===== config.mk =====
export PLATFORM = sky130hd
export DESIGN_NAME = uart_tx_arbiter
export DESIGN_NICKNAME = d
export VERILOG_FILES = /design/src/rtl/uart_tx_arbiter_pkg.sv /design/src/rtl/uart_tx_arbiter_rr_picker.sv /design/src/rtl/uart_tx_arbiter.sv
export SDC_FILE = /design/constraint.sdc
export NUM_CORES = 1
export LEC_CHECK = 0
export CORE_MARGIN = 1
export CORE_UTILIZATION = 51
export CTS_CLUSTER_SIZE = 14
export DETAILED_ROUTE_END_ITERATION = 12
export PLACE_DENSITY = 0.85
export SYNTH_ARGS = -nofsm -noshare
export SYNTH_HDL_FRONTEND = slang
export SYNTH_HIERARCHICAL = 1
export SYNTH_SLANG_ARGS = --single-unit

===== constraint.sdc =====
create_clock -name clock -period 2.25 [get_ports clock]
set_input_delay 0.45 -clock clock [delete_from_list [all_inputs] [get_ports clock]]
set_output_delay 0.45 -clock clock [all_outputs]
set_load 0.01 [all_outputs]

===== src/rtl/uart_tx_arbiter_pkg.sv =====
// Shared definitions for the UART transmit arbiter: FSM state encoding,
// default parameter values and a small width helper.
package uart_tx_arbiter_pkg;

    // FSM encoding, kept as plain constants so older tools can read it too
    localparam logic [1:0] ST_IDLE  = 2'd0;
    localparam logic [1:0] ST_SEND  = 2'd1;
    localparam logic [1:0] ST_ABORT = 2'd2;

    // Default configuration: two producers, three-byte frames, fixed priority
    localparam int DEFAULT_NUM_CH      = 2;
    localparam int DEFAULT_FRAME_BYTES = 3;
    localparam int DEFAULT_RR_MODE     = 0;
    localparam int DEFAULT_TIMEOUT     = 4095;

    // Bits needed to index n items, never less than one bit
    function automatic int idx_width(input int n);
        return (n > 1) ? $clog2(n) : 1;
    endfunction

endpackage


===== src/rtl/uart_tx_arbiter_rr_picker.sv =====
// Combinational winner selection: scans requests starting just after the
// pointer and wrapping. With the pointer fixed at NUM_CH-1 the scan starts at
// channel 0, which gives plain lowest-index priority.
module rr_picker
    import uart_tx_arbiter_pkg::*;
#(
    parameter int NUM_CH = DEFAULT_NUM_CH,
    parameter int PTR_W  = idx_width(NUM_CH)
) (
    input  logic [NUM_CH-1:0] req_i,
    input  logic [PTR_W-1:0]  ptr_i,
    output logic [NUM_CH-1:0] win_o,
    output logic [PTR_W-1:0]  win_idx_o,
    output logic              any_o
);

    int  cand;
    logic found;

    // First requester strictly after the pointer wins
    always_comb begin
        win_o     = '0;
        win_idx_o = '0;
        cand      = 0;
        found     = 1'b0;
        for (int k = 1; k <= NUM_CH; k++) begin
            cand = (int'(ptr_i) + k) % NUM_CH;
            if (!found && req_i[cand]) begin
                found           = 1'b1;
                win_o[cand]     = 1'b1;
                win_idx_o       = PTR_W'(cand);
            end
        end
        any_o = found;
    end

endmodule


===== src/rtl/uart_tx_arbiter.sv =====
// Frame-atomic transmit arbiter in front of the UART byte input. A whole frame
// is captured from the winning producer, then paced out one byte per UART
// ready pulse. A per-byte watchdog abandons frames whose UART never answers.
module uart_tx_arbiter
    import uart_tx_arbiter_pkg::*;
#(
    parameter int NUM_CH      = DEFAULT_NUM_CH,
    parameter int FRAME_BYTES = DEFAULT_FRAME_BYTES,
    parameter int RR_MODE     = DEFAULT_RR_MODE,
    parameter int TIMEOUT     = DEFAULT_TIMEOUT
) (
    input  logic                            clock,
    input  logic                            reset,
    input  logic [NUM_CH-1:0]               ch_en,
    input  logic [NUM_CH-1:0]               ch_valid,
    input  logic [NUM_CH*FRAME_BYTES*8-1:0] ch_frame,
    output logic [NUM_CH-1:0]               ch_ack,
    output logic [7:0]                      dataIn_bits,
    input  logic                            dataIn_ready,
    output logic [NUM_CH-1:0]               grant,
    output logic                            busy,
    output logic                            frame_done,
    output logic                            timeout_err
);

    localparam int FW    = FRAME_BYTES * 8;
    localparam int IDX_W = idx_width(FRAME_BYTES);
    localparam int WD_W  = $clog2(TIMEOUT + 1);
    localparam int PTR_W = idx_width(NUM_CH);

    localparam logic [IDX_W-1:0] IDX_LAST = IDX_W'(FRAME_BYTES - 1);
    localparam logic [WD_W-1:0]  WD_LIMIT = WD_W'(TIMEOUT);
    localparam logic [PTR_W-1:0] PTR_INIT = PTR_W'(NUM_CH - 1);

    logic [1:0]        state_q, state_d;
    logic [FW-1:0]     buf_q, buf_d;
    logic [IDX_W-1:0]  idx_q, idx_d;
    logic [WD_W-1:0]   wd_q, wd_d;
    logic [PTR_W-1:0]  ptr_q, ptr_d;
    logic [NUM_CH-1:0] grant_q, grant_d;
    logic [NUM_CH-1:0] ack_q, ack_d;
    logic              done_q, done_d;
    logic              err_q, err_d;

    logic [NUM_CH-1:0] req;
    logic [NUM_CH-1:0] win;
    logic [PTR_W-1:0]  win_idx;
    logic              win_any;
    logic [PTR_W-1:0]  pick_ptr;
    logic [FW-1:0]     sel_frame;

    assign req = ch_valid & ch_en;

    // Round-robin follows the last grant; priority mode always scans from 0
    generate
        if (RR_MODE != 0) begin : g_rr_ptr
            assign pick_ptr = ptr_q;
        end else begin : g_prio_ptr
            assign pick_ptr = PTR_INIT;
        end
    endgenerate

    rr_picker #(
        .NUM_CH (NUM_CH),
        .PTR_W  (PTR_W)
    ) u_picker (
        .req_i     (req),
        .ptr_i     (pick_ptr),
        .win_o     (win),
        .win_idx_o (win_idx),
        .any_o     (win_any)
    );

    // One-hot mux of the winning channel's frame
    always_comb begin
        sel_frame = '0;
        for (int c = 0; c < NUM_CH; c++) begin
            if (win[c]) begin
                sel_frame = sel_frame | ch_frame[c*FW +: FW];
            end
        end
    end

    // Next-state logic: grant and capture, byte pacing, watchdog abort
    always_comb begin
        state_d = state_q;
        buf_d   = buf_q;
        idx_d   = idx_q;
        wd_d    = wd_q;
        ptr_d   = ptr_q;
        grant_d = grant_q;
        ack_d   = '0;
        done_d  = 1'b0;
        err_d   = err_q;
        case (state_q)
            ST_IDLE: begin
                if (win_any) begin
                    state_d = ST_SEND;
                    buf_d   = sel_frame;
                    ack_d   = win;
                    grant_d = win;
                    idx_d   = '0;
                    wd_d    = '0;
                    if (RR_MODE != 0) begin
                        ptr_d = win_idx;
                    end
                end
            end
            ST_SEND: begin
                if (dataIn_ready) begin
                    wd_d = '0;
                    if (idx_q == IDX_LAST) begin
                        done_d  = 1'b1;
                        grant_d = '0;
                        state_d = ST_IDLE;
                    end else begin
                        idx_d = idx_q + 1'b1;
                    end
                end else if (wd_q == WD_LIMIT) begin
                    // Byte stalled for TIMEOUT cycles: drop the rest of the frame
                    state_d = ST_ABORT;
                    grant_d = '0;
                    err_d   = 1'b1;
                end else begin
                    wd_d = wd_q + 1'b1;
                end
            end
            ST_ABORT: begin
                state_d = ST_IDLE;
            end
            default: begin
                state_d = ST_IDLE;
            end
        endcase
    end

    // State registers, cleared asynchronously so a reset kills any partial frame
    always_ff @(posedge clock or posedge reset) begin
        if (reset) begin
            state_q <= ST_IDLE;
            buf_q   <= '0;
            idx_q   <= '0;
            wd_q    <= '0;
            ptr_q   <= PTR_INIT;
            grant_q <= '0;
            ack_q   <= '0;
            done_q  <= 1'b0;
            err_q   <= 1'b0;
        end else begin
            state_q <= state_d;
            buf_q   <= buf_d;
            idx_q   <= idx_d;
            wd_q    <= wd_d;
            ptr_q   <= ptr_d;
            grant_q <= grant_d;
            ack_q   <= ack_d;
            done_q  <= done_d;
            err_q   <= err_d;
        end
    end

    assign dataIn_bits = buf_q[{idx_q, 3'b000} +: 8];
    assign ch_ack      = ack_q;
    assign grant       = grant_q;
    assign busy        = (state_q == ST_SEND);
    assign frame_done  = done_q;
    assign timeout_err = err_q;

endmodule


; ---- Word-level counts from Yosys, hierarchy flattened
; Index checks and enable logic that the tools add are counted.
[totals]
ff_bits = 46
input_bits = 55
output_inout_bits = 15
[op_classes]
addsub = 2
n_eq_ne = 9
shifts = 1
muxes = 28
bitwise = 3
reduce_logical = 10
[ops]
columns = op, n
row1 = 2-to-1 mux 24 bit, 2
row2 = 2-to-1 mux 12 bit, 3
row3 = 2-to-1 mux 2 bit, 13
row4 = bitwise OR 24 bit, 1
row5 = case mux 12 bit (2 select lines), 1
row6 = indexed part select 24 x 6 -> 8 bit, 1
row7 = "adder 12 x 1 -> 12 bit, second input constant", 1
row8 = "== test 12 bit, second input constant", 1
row9 = case mux 2 bit (2 select lines), 3
row10 = AND reduction 3 bit, 3
row11 = AND reduction 4 bit, 2
row12 = 2-to-1 mux 1 bit, 6
row13 = "!= test 3 x 2 -> 1 bit, second input constant", 2
row14 = "!= test 2 bit, second input constant", 2
row15 = "!= test 3 bit, second input constant", 1
row16 = "adder 2 x 1 -> 2 bit, second input constant", 1
row17 = bitwise AND 2 bit, 1
row18 = "== test 2 x 1 -> 1 bit, second input constant", 1
row19 = "== test 2 bit, second input constant", 1
row20 = zero test 2 bit, 1
row21 = "!= test 2 x 1 -> 1 bit, second input constant", 1
row22 = AND reduction 2 bit, 1
row23 = nonzero test 2 bit, 1
row24 = logical AND 1 bit, 1
row25 = 2 further kinds, 2

; ---- Depth between registers and ports, before layout
; Gate-level depths: netlist (run 1).
[logic_depth]
word_depth = 8
depth_mapped = 7
ltp_nobuf = 6

; ---- By module
; Netlist (run 1), hierarchy kept.
[modules_own_cells]
columns = mod, n_inst, cells_per_inst, area_each_um2
row1 = uart_tx_arbiter, 1, 248, 2349.8
row2 = rr_picker, 1, 5, 32.5

; ---- Worst setup path before layout (run 1)
; OpenSTA, ideal clock, no wires.
[synth_timing]
kind = input to register
start = in ch_valid[1]
end = reg buf_q[0]
setup_ns = 0.126
arrival_time_ns = 1.631
t_required_ns = 2.124
path_slack_ns = 0.493
stages = 7
path_buffers = 2
cell_sequence = and2_1 or2_1 or3b_1 buf_2 clkbuf_1 a221oi_1 nor2_1
[synth_between]
elab_chain_len = 4
elab_cells_between_ends = 6
[synth_rtl]
columns = item, line_no
row1 = from (decl), uart_tx_arbiter.sv:15  ; input logic [NUM_CH-1:0] ch_valid,
row2 = bitwise AND 2 bit, uart_tx_arbiter.sv:52  ; assign req = ch_valid & ch_en;
row3 = logical AND 1 bit, uart_tx_arbiter_rr_picker.sv:28  ; if (!found && req_i[cand]) begin
row4 = 2-to-1 mux 1 bit, uart_tx_arbiter_rr_picker.sv:28
row5 = named net win_any, uart_tx_arbiter.sv:48  ; logic win_any;
row6 = AND reduction 2 bit (no line), n/a
row7 = to (signal assigned), uart_tx_arbiter.sv:151  ; buf_q <= buf_d;
row8 = to (decl), uart_tx_arbiter.sv:36  ; logic [FW-1:0] buf_q, buf_d;
; The timed path passes the listed nets, and every way through them passes these cells.
; A chain may end at the register's enable or synchronous reset.

; ---- Worst setup path after layout (run 1)
[layout_timing]
start = reg state_q[1]
end = out busy
[layout_between]
elab_chain_len = 1
[layout_rtl]
columns = item, line_no
row1 = from (decl), uart_tx_arbiter.sv:35  ; logic [1:0] state_q, state_d;
row2 = from (signal assigned), uart_tx_arbiter.sv:150  ; state_q <= state_d;
row3 = == test 2 x 1 -> 1 bit, uart_tx_arbiter.sv:165  ; assign busy = (state_q == ST_SEND);
row4 = to (decl), uart_tx_arbiter.sv:21  ; output logic busy,
; Every way passes these cells.

==> results of run 1 <==
[placed cells by master (no fill, tap or decap), types with 2 or more instances in the layout]
| master | count |
|---|---|
| sky130_fd_sc_hd__a211o_1 | 3 |
| sky130_fd_sc_hd__a21boi_4 | 2 |
| sky130_fd_sc_hd__a21oi_1 | 6 |
| sky130_fd_sc_hd__a221o_1 | 2 |
| sky130_fd_sc_hd__a221oi_1 | 24 |
| sky130_fd_sc_hd__a22o_1 | 4 |
| sky130_fd_sc_hd__a31oi_1 | 3 |
| sky130_fd_sc_hd__and2_1 | 7 |
| sky130_fd_sc_hd__and3_1 | 2 |
| sky130_fd_sc_hd__buf_12 | 2 |
| sky130_fd_sc_hd__buf_4 | 7 |
| sky130_fd_sc_hd__clkbuf_8 | 5 |
| sky130_fd_sc_hd__clkdlybuf4s50_1 | 61 |
| sky130_fd_sc_hd__clkinv_2 | 2 |
| sky130_fd_sc_hd__conb_1 | 2 |
| sky130_fd_sc_hd__dfrtp_1 | 45 |
| sky130_fd_sc_hd__dlygate4sd2_1 | 4 |
| sky130_fd_sc_hd__dlymetal6s2s_1 | 4 |
| sky130_fd_sc_hd__ha_1 | 2 |
| sky130_fd_sc_hd__inv_1 | 6 |
| sky130_fd_sc_hd__inv_2 | 2 |
| sky130_fd_sc_hd__mux2i_1 | 11 |
| sky130_fd_sc_hd__nand2_1 | 16 |
| sky130_fd_sc_hd__nand2b_1 | 3 |
| sky130_fd_sc_hd__nand3_1 | 3 |
| sky130_fd_sc_hd__nand4_1 | 2 |
| sky130_fd_sc_hd__nor2_1 | 54 |
| sky130_fd_sc_hd__nor3_1 | 3 |
| sky130_fd_sc_hd__nor4_1 | 2 |
| sky130_fd_sc_hd__o211a_1 | 2 |
| sky130_fd_sc_hd__o21ai_0 | 11 |
| sky130_fd_sc_hd__o21bai_1 | 3 |
| sky130_fd_sc_hd__or2_1 | 3 |
[worst paths after layout]
check | endpoint | from | slack [ns]
setup reg to reg | grant[1]$_DFFE_PP0P_ | wd_q[0]$_DFFE_PP0P_ | 0.57
setup / recovery | busy | state_q[1]$_DFFE_PP0P_ | 0.16
min in group asynchronous | wd_q[4]$_DFFE_PP0P_ | reset | 0.49
hold / removal | timeout_err$_DFFE_PP0P_ | timeout_err$_DFFE_PP0P_ | 0.48
max in group asynchronous | buf_q[12]$_DFFE_PP0P_ | reset | 1.26
hold reg to reg | timeout_err$_DFFE_PP0P_ | timeout_err$_DFFE_PP0P_ | 0.48
[timing repair]
action	4_1_cts	5_1_grt
hold buffers	0	0
gates resized for setup	5	6
endpoints found under the hold margin	0	0
gates cloned	0	0
endpoints found under the setup margin	7	6
[metal layers]
layer | wire length [um] | up-vias
met5 | 0 | -
met4 | 67 | 0
met3 | 353 | 6
met2 | 2890 | 73
met1 | 2510 | 1009
li1 | - | 1047
[registers in the layout, summed over array words and instances (netlist names)]
signal,count
wd_q,12
idx_q,2
state_q,2
ch_ack,2
buf_q,24
grant,2
timeout_err,1
frame_done,1
[metrics by stage]
stage | area [sq um] | setup slack (ns)
after global routing | 3300 | 0.0740
final | 3300 | 0.159
after global placement | 3170 | -0.0909
after floorplan | 2380 | 0.510
after detailed placement | 3170 | -0.169
after CTS | 3280 | 0.00164
[report_power, final]
part           internal [uW]  switching, uW
Sequential              1120            186
Combinational            709            740
Clock                    327            266
Total                   2150           1190
[layout make-up]
cell class | instances | area [sq um] | share of cell area, %
inverter | 8 | 30.0 | 0.910
multi-input combinational | 183 | 1160 | 35.0
timing repair buffer | 78 | 788 | 23.9
tap | 52 | 65.1 | 1.97
clock inverter | 3 | 40.0 | 1.21
sequential | 46 | 1150 | 34.9
clock buffer | 5 | 68.8 | 2.08
==> results.yml, run 1 <==
status:
  status: "finished clean"
timing:
  final_period_minus_worst_setup_slack_ns: 2.09
  timing.final.hold_violations: 0
  setup_viol: 0
  grt_setup_unrepaired: "no"
  max_clock_freq_ghz: 0.478
  timing.hold.ws_ns: 0.478
  transition_time_at_the_pin_with_the_least_slew_margin_ns: 0.678
  clock-skew-final_ns: 0.00817
  fin_tns_setup_ns: 0
  timing.final.crit_share_pct: 92.9
  slew_violations: 0
  relSlewSlack_pct: 54.7
critical_path:
  worst_ep_arrival_time_ns: 1.64
  count_of_buffering_cells_on_the_critical_path_with_inverters_included: 2
  timing.critical_path.slowest_stage_cell: "sky130_fd_sc_hd__clkdlybuf4s50_1"
  critical-path-top-delay-family: "buffers and inverters"
  timing.critical_path.from_type: "flip-flop"
  worstSetupPathDepth: 3
  crit_type: "flip-flop to output port"
  required_time_at_the_endpoint_of_the_critical_path_ns: 1.80
  path_cells: "nand2b_1 -> inv_2 -> clkdlybuf4s50_1"
  cpPeakStageDelay_ns: 0.55
  timing.critical_path.to_type: "output port"
  worst-path-max-fanout: 6
  reg2regPathDepth: 5
route:
  drt_first_pass_iters: 4
  totalWireLength_mm: 5.82
  routed_via_density: 5.69
  detailedRoute.firstIterationViolations: 148
  avgRoutedWirePerCell_um: 15.5
  final_antenna_net_count: 0
  routed-via-count: 2135
  drcViolationCount: 0
floorplanning:
  design.core.area_sq_um: 4410
  row_count: 24
  initial_utilization_pct: 53.8
  ioPinCount: 70
  die_w_um: 70.2
  die_area_sq_um: 4930
  floorplan.die.height_um: 70.2
synthesis:
  post_synth_inst_count: 252
  synthesis.area_per_instance_sq_um: 9.42
  synthesis.yosys.warnings: 6
  netlist_area_sq_um: 2370
worst_hold_path:
  min_delay_path_depth: 1
  worst_hold_path_type: "flip-flop to flip-flop"
global_routing:
  globalRoute.totalOverflow: 0
  grtUsageMet2_pct: 43.5
  grt_start_max_net_pins: 27
  grt.met1_usage_pct: 34.1
  grt_antenna_before_repair: 0
  grt_pass1_wl_mm: 10.1
  grt_util_all_layers_pct: 25.9
  gr_util_met3_pct: 4.76
  global_route.peak_usage_layer: "met2"
  vias_in_the_first_global_route: 2167
clocking:
  h_tree_level_count: 2
  worst_skew_pair.late_latency_ns: 0.29
  max-clock-path-buffers: 2
  cts-buffers-inserted: 5
  clk_transition_reported_paths_ns: 0.08
  numClockSinks: 46
  cts.root.buffer_cell: "sky130_fd_sc_hd__clkbuf_8"
  tritoncts: "yes"
  post-cts-setup-buffers: 0
final_layout:
  syn2layout_area_growth_pct: 39.0
  instances_no_fill: 375
  layout.core_utilization_pct: 74.8
  num-nets-final: 379
  post_route_cells_drive_above_1_share_pct: 8.98
  insertedDiodeCount: 0
  fill_cells: 343
pwr:
  pwr_density_cell_nw_per_um2: 1010
  power.total_uw: 3350
  p_leak_uw: 0.00151
  irDropWorstVdd_mv: 0.715
place:
  count_of_input_and_output_buffers: 69
  dp_cells: 367
  routabilityCongestion: 0.813
  post-dp-hpwl_mm: 4.30
run:
  drv.max_cap_violation_count: 0
Note: power is estimated with default switching activity, not from simulation.
==> run 2, diff against run 1 <==
REMOVE_ABC_BUFFERS = 1   (was unset)
SKIP_CTS_REPAIR_TIMING = 1   (was unset)
==> results.yml, run 2 (synthesis gave the netlist of run 1 again) <==
timing:
  slew_violations: 0
  timing.final.crit_share_pct: 95.5
  transition_time_at_the_pin_with_the_least_slew_margin_ns: 1.12
  worst_slack_ns: 0.101
  timing.final.hold_violations: 0
  relSlewSlack_pct: 24.6
  max_clock_freq_ghz: 0.465
  clock-skew-final_ns: 0.00790
  setup_viol: 0
  grt_setup_unrepaired: "no"
  final_period_minus_worst_setup_slack_ns: 2.15
critical_path:
  cpPeakStageDelay_ns: 0.55
  critical_path.reg2reg.startpoint: "wd_q[0]$_DFFE_PP0P_"
  worst_ep_arrival_time_ns: 1.70
  reg2reg_setup_slack_ns: 0.55
  timing.critical_path.to_type: "output port"
  worst-path-max-fanout: 6
  reg2regPathDepth: 5
  crit_type: "flip-flop to output port"
  required_time_at_the_endpoint_of_the_critical_path_ns: 1.80
  critical_path.reg2reg.endpoint: "grant[1]$_DFFE_PP0P_"
  worst_setup_path_startpoint: "state_q[1]$_DFFE_PP0P_"
  critPathCapture: "busy"
  path_cells: "nand2b_1 -> inv_2 -> clkdlybuf4s50_1"
  timing.critical_path.from_type: "flip-flop"
  timing.critical_path.slowest_stage_cell: "sky130_fd_sc_hd__clkdlybuf4s50_1"
pwr:
  irDropWorstVdd_mv: 0.653
  pwr-share-comb_pct: 45.8
  share_seq_of_total_power_pct: 39.4
  power.share.switching_pct: 36.5
  power.total_uw: 3260
  power.switching_uw: 1190
  p_leak_uw: 0.00153
  power.share.clock_pct: 14.8
  pwr_density_cell_nw_per_um2: 998
  internal_power_uw: 2070
global_routing:
  vias_in_the_first_global_route: 2146
  grt_pass1_wl_mm: 9.88
  globalRoute.totalOverflow: 0
  grt_util_all_layers_pct: 25.3
  grt_antenna_before_repair: 0
  grt_start_max_net_pins: 32
run:
  drv.max_cap_violation_count: 0
floorplanning:
  initial_utilization_pct: 53.8
  design.core.area_sq_um: 4410
  ioPinCount: 70
  die_area_sq_um: 4930
  row_count: 24
  floorplan.die.height_um: 70.2
  die_w_um: 70.2
route:
  routed_via_density: 5.72
  totalWireLength_mm: 5.78
  avgRoutedWirePerCell_um: 15.4
  final_antenna_net_count: 0
  drt_first_pass_iters: 4
  routed-via-count: 2149
  drcViolationCount: 0
  detailedRoute.firstIterationViolations: 172
final_layout:
  largest_reg_flops: 24
  num-nets-final: 381
  syn2layout_area_growth_pct: 37.7
  instances_no_fill: 376
  regMostFlops: "buf_q"
  insertedDiodeCount: 0
  fill_cells: 339
  layout_commonest_cell: "sky130_fd_sc_hd__clkdlybuf4s50_1"
  post_route_cells_drive_above_1_share_pct: 8.33
  mostFrequentLayoutCells: "sky130_fd_sc_hd__clkdlybuf4s50_1 (61), sky130_fd_sc_hd__nor2_1 (54), sky130_fd_sc_hd__dfrtp_1 (46)"
  reg.largest.list: "buf_q: 24 flops, wd_q: 12 flops"
clocking:
  cts.root.buffer_cell: "sky130_fd_sc_hd__clkbuf_8"
  tritoncts: "yes"
  cts-buffers-inserted: 5
  clk_transition_reported_paths_ns: 0.09
  numClockSinks: 46
  max-clock-path-buffers: 2
  h_tree_level_count: 2
  worst_skew_pair.late_latency_ns: 0.30
place:
  dpl_worst_slack_ns: -0.165
  routabilityCongestion: 0.831
  post-dp-hpwl_mm: 4.18
  count_of_input_and_output_buffers: 69
  dp_cells: 369
status:
  status: "finished clean"
worst_hold_path:
  worst_hold_path_type: "input port to async pin"
run 2: cell types whose count changed in the layout (fill, tap and decap cells not counted), sizes merged:
cell and delta:
buf +2, bufinv -1, clkbuf +2, clkinv -2, dlygate4sd2 -4, dlymetal6s2s +4
run 2: final cells by class:
| class | count | area [sq um] | area share [%] |
|---|---|---|---|
| Sequential cell | 46 | 1150 | 35.2 |
| Timing Repair Buffer | 80 | 806 | 24.6 |
| Inverter | 8 | 30.0 | 0.918 |
| Multi-Input combinational cell | 183 | 1140 | 34.9 |
| Tap cell | 52 | 65.1 | 1.99 |
| Clock buffer | 7 | 76.3 | 2.33 |
run 2: per-layer routing:
layer	share of wire (%)	vias up	track usage (%)
li1	-	1042	-
met1	44	1023	34.1
met2	49	72	39.6
met3	5.1	12	6.06
met4	2.2	0	9.11
met5	0	-	0
run 2: through the flow:
stage               instance area, sq um  setup TNS, ns  hold WS, ns  utilization [%]
floorplan                           2310          -3.49        0.480                -
detailed placement                  3170          -3.12        0.454             71.9
CTS                                 3250         -0.316        0.458             73.6
global route                        3270              0        0.484             74.1
global placement                    3170          -1.65        0.449             71.9
finish                              3270              0        0.445             74.1
run 2: critical path: cells and delay by family (launching register included):
kind	cells	cell delay [ns]
buf+inv	2	0.71
simple gates	1	0.26
flops	1	0.43
run 2: worst min-delay path by stage:
stage                                 start                       to  slack [ns]  depth (start not counted)
floorplan              buf_q[0]$_DFFE_PP0P_     buf_q[0]$_DFFE_PP0P_        0.48                          2
global placement    timeout_err$_DFFE_PP0P_  timeout_err$_DFFE_PP0P_        0.45                          1
detailed placement  timeout_err$_DFFE_PP0P_  timeout_err$_DFFE_PP0P_        0.45                          1
CTS                                   reset    buf_q[14]$_DFFE_PP0P_        0.46                          2
global route                          reset     buf_q[4]$_DFFE_PP0P_        0.48                          2
finish                                reset    buf_q[14]$_DFFE_PP0P_        0.44                          2
run 2: power by group through the flow:
stage	combinational, uW	sequential (uW)	clock [uW]
5_1_grt	1660	1330	509
3_3_place_gp	1480	1290	0
4_1_cts	1540	1290	489
6_report	1490	1290	481
3_5_place_dp	1520	1310	0
2_1_floorplan	802	1300	0
==> run 3, diff against run 2 <==
HOLD_SLACK_MARGIN = 0.02   (was unset)
==> results of run 3 <==
Final layout, timing and power as in run 2 (identical DEF).
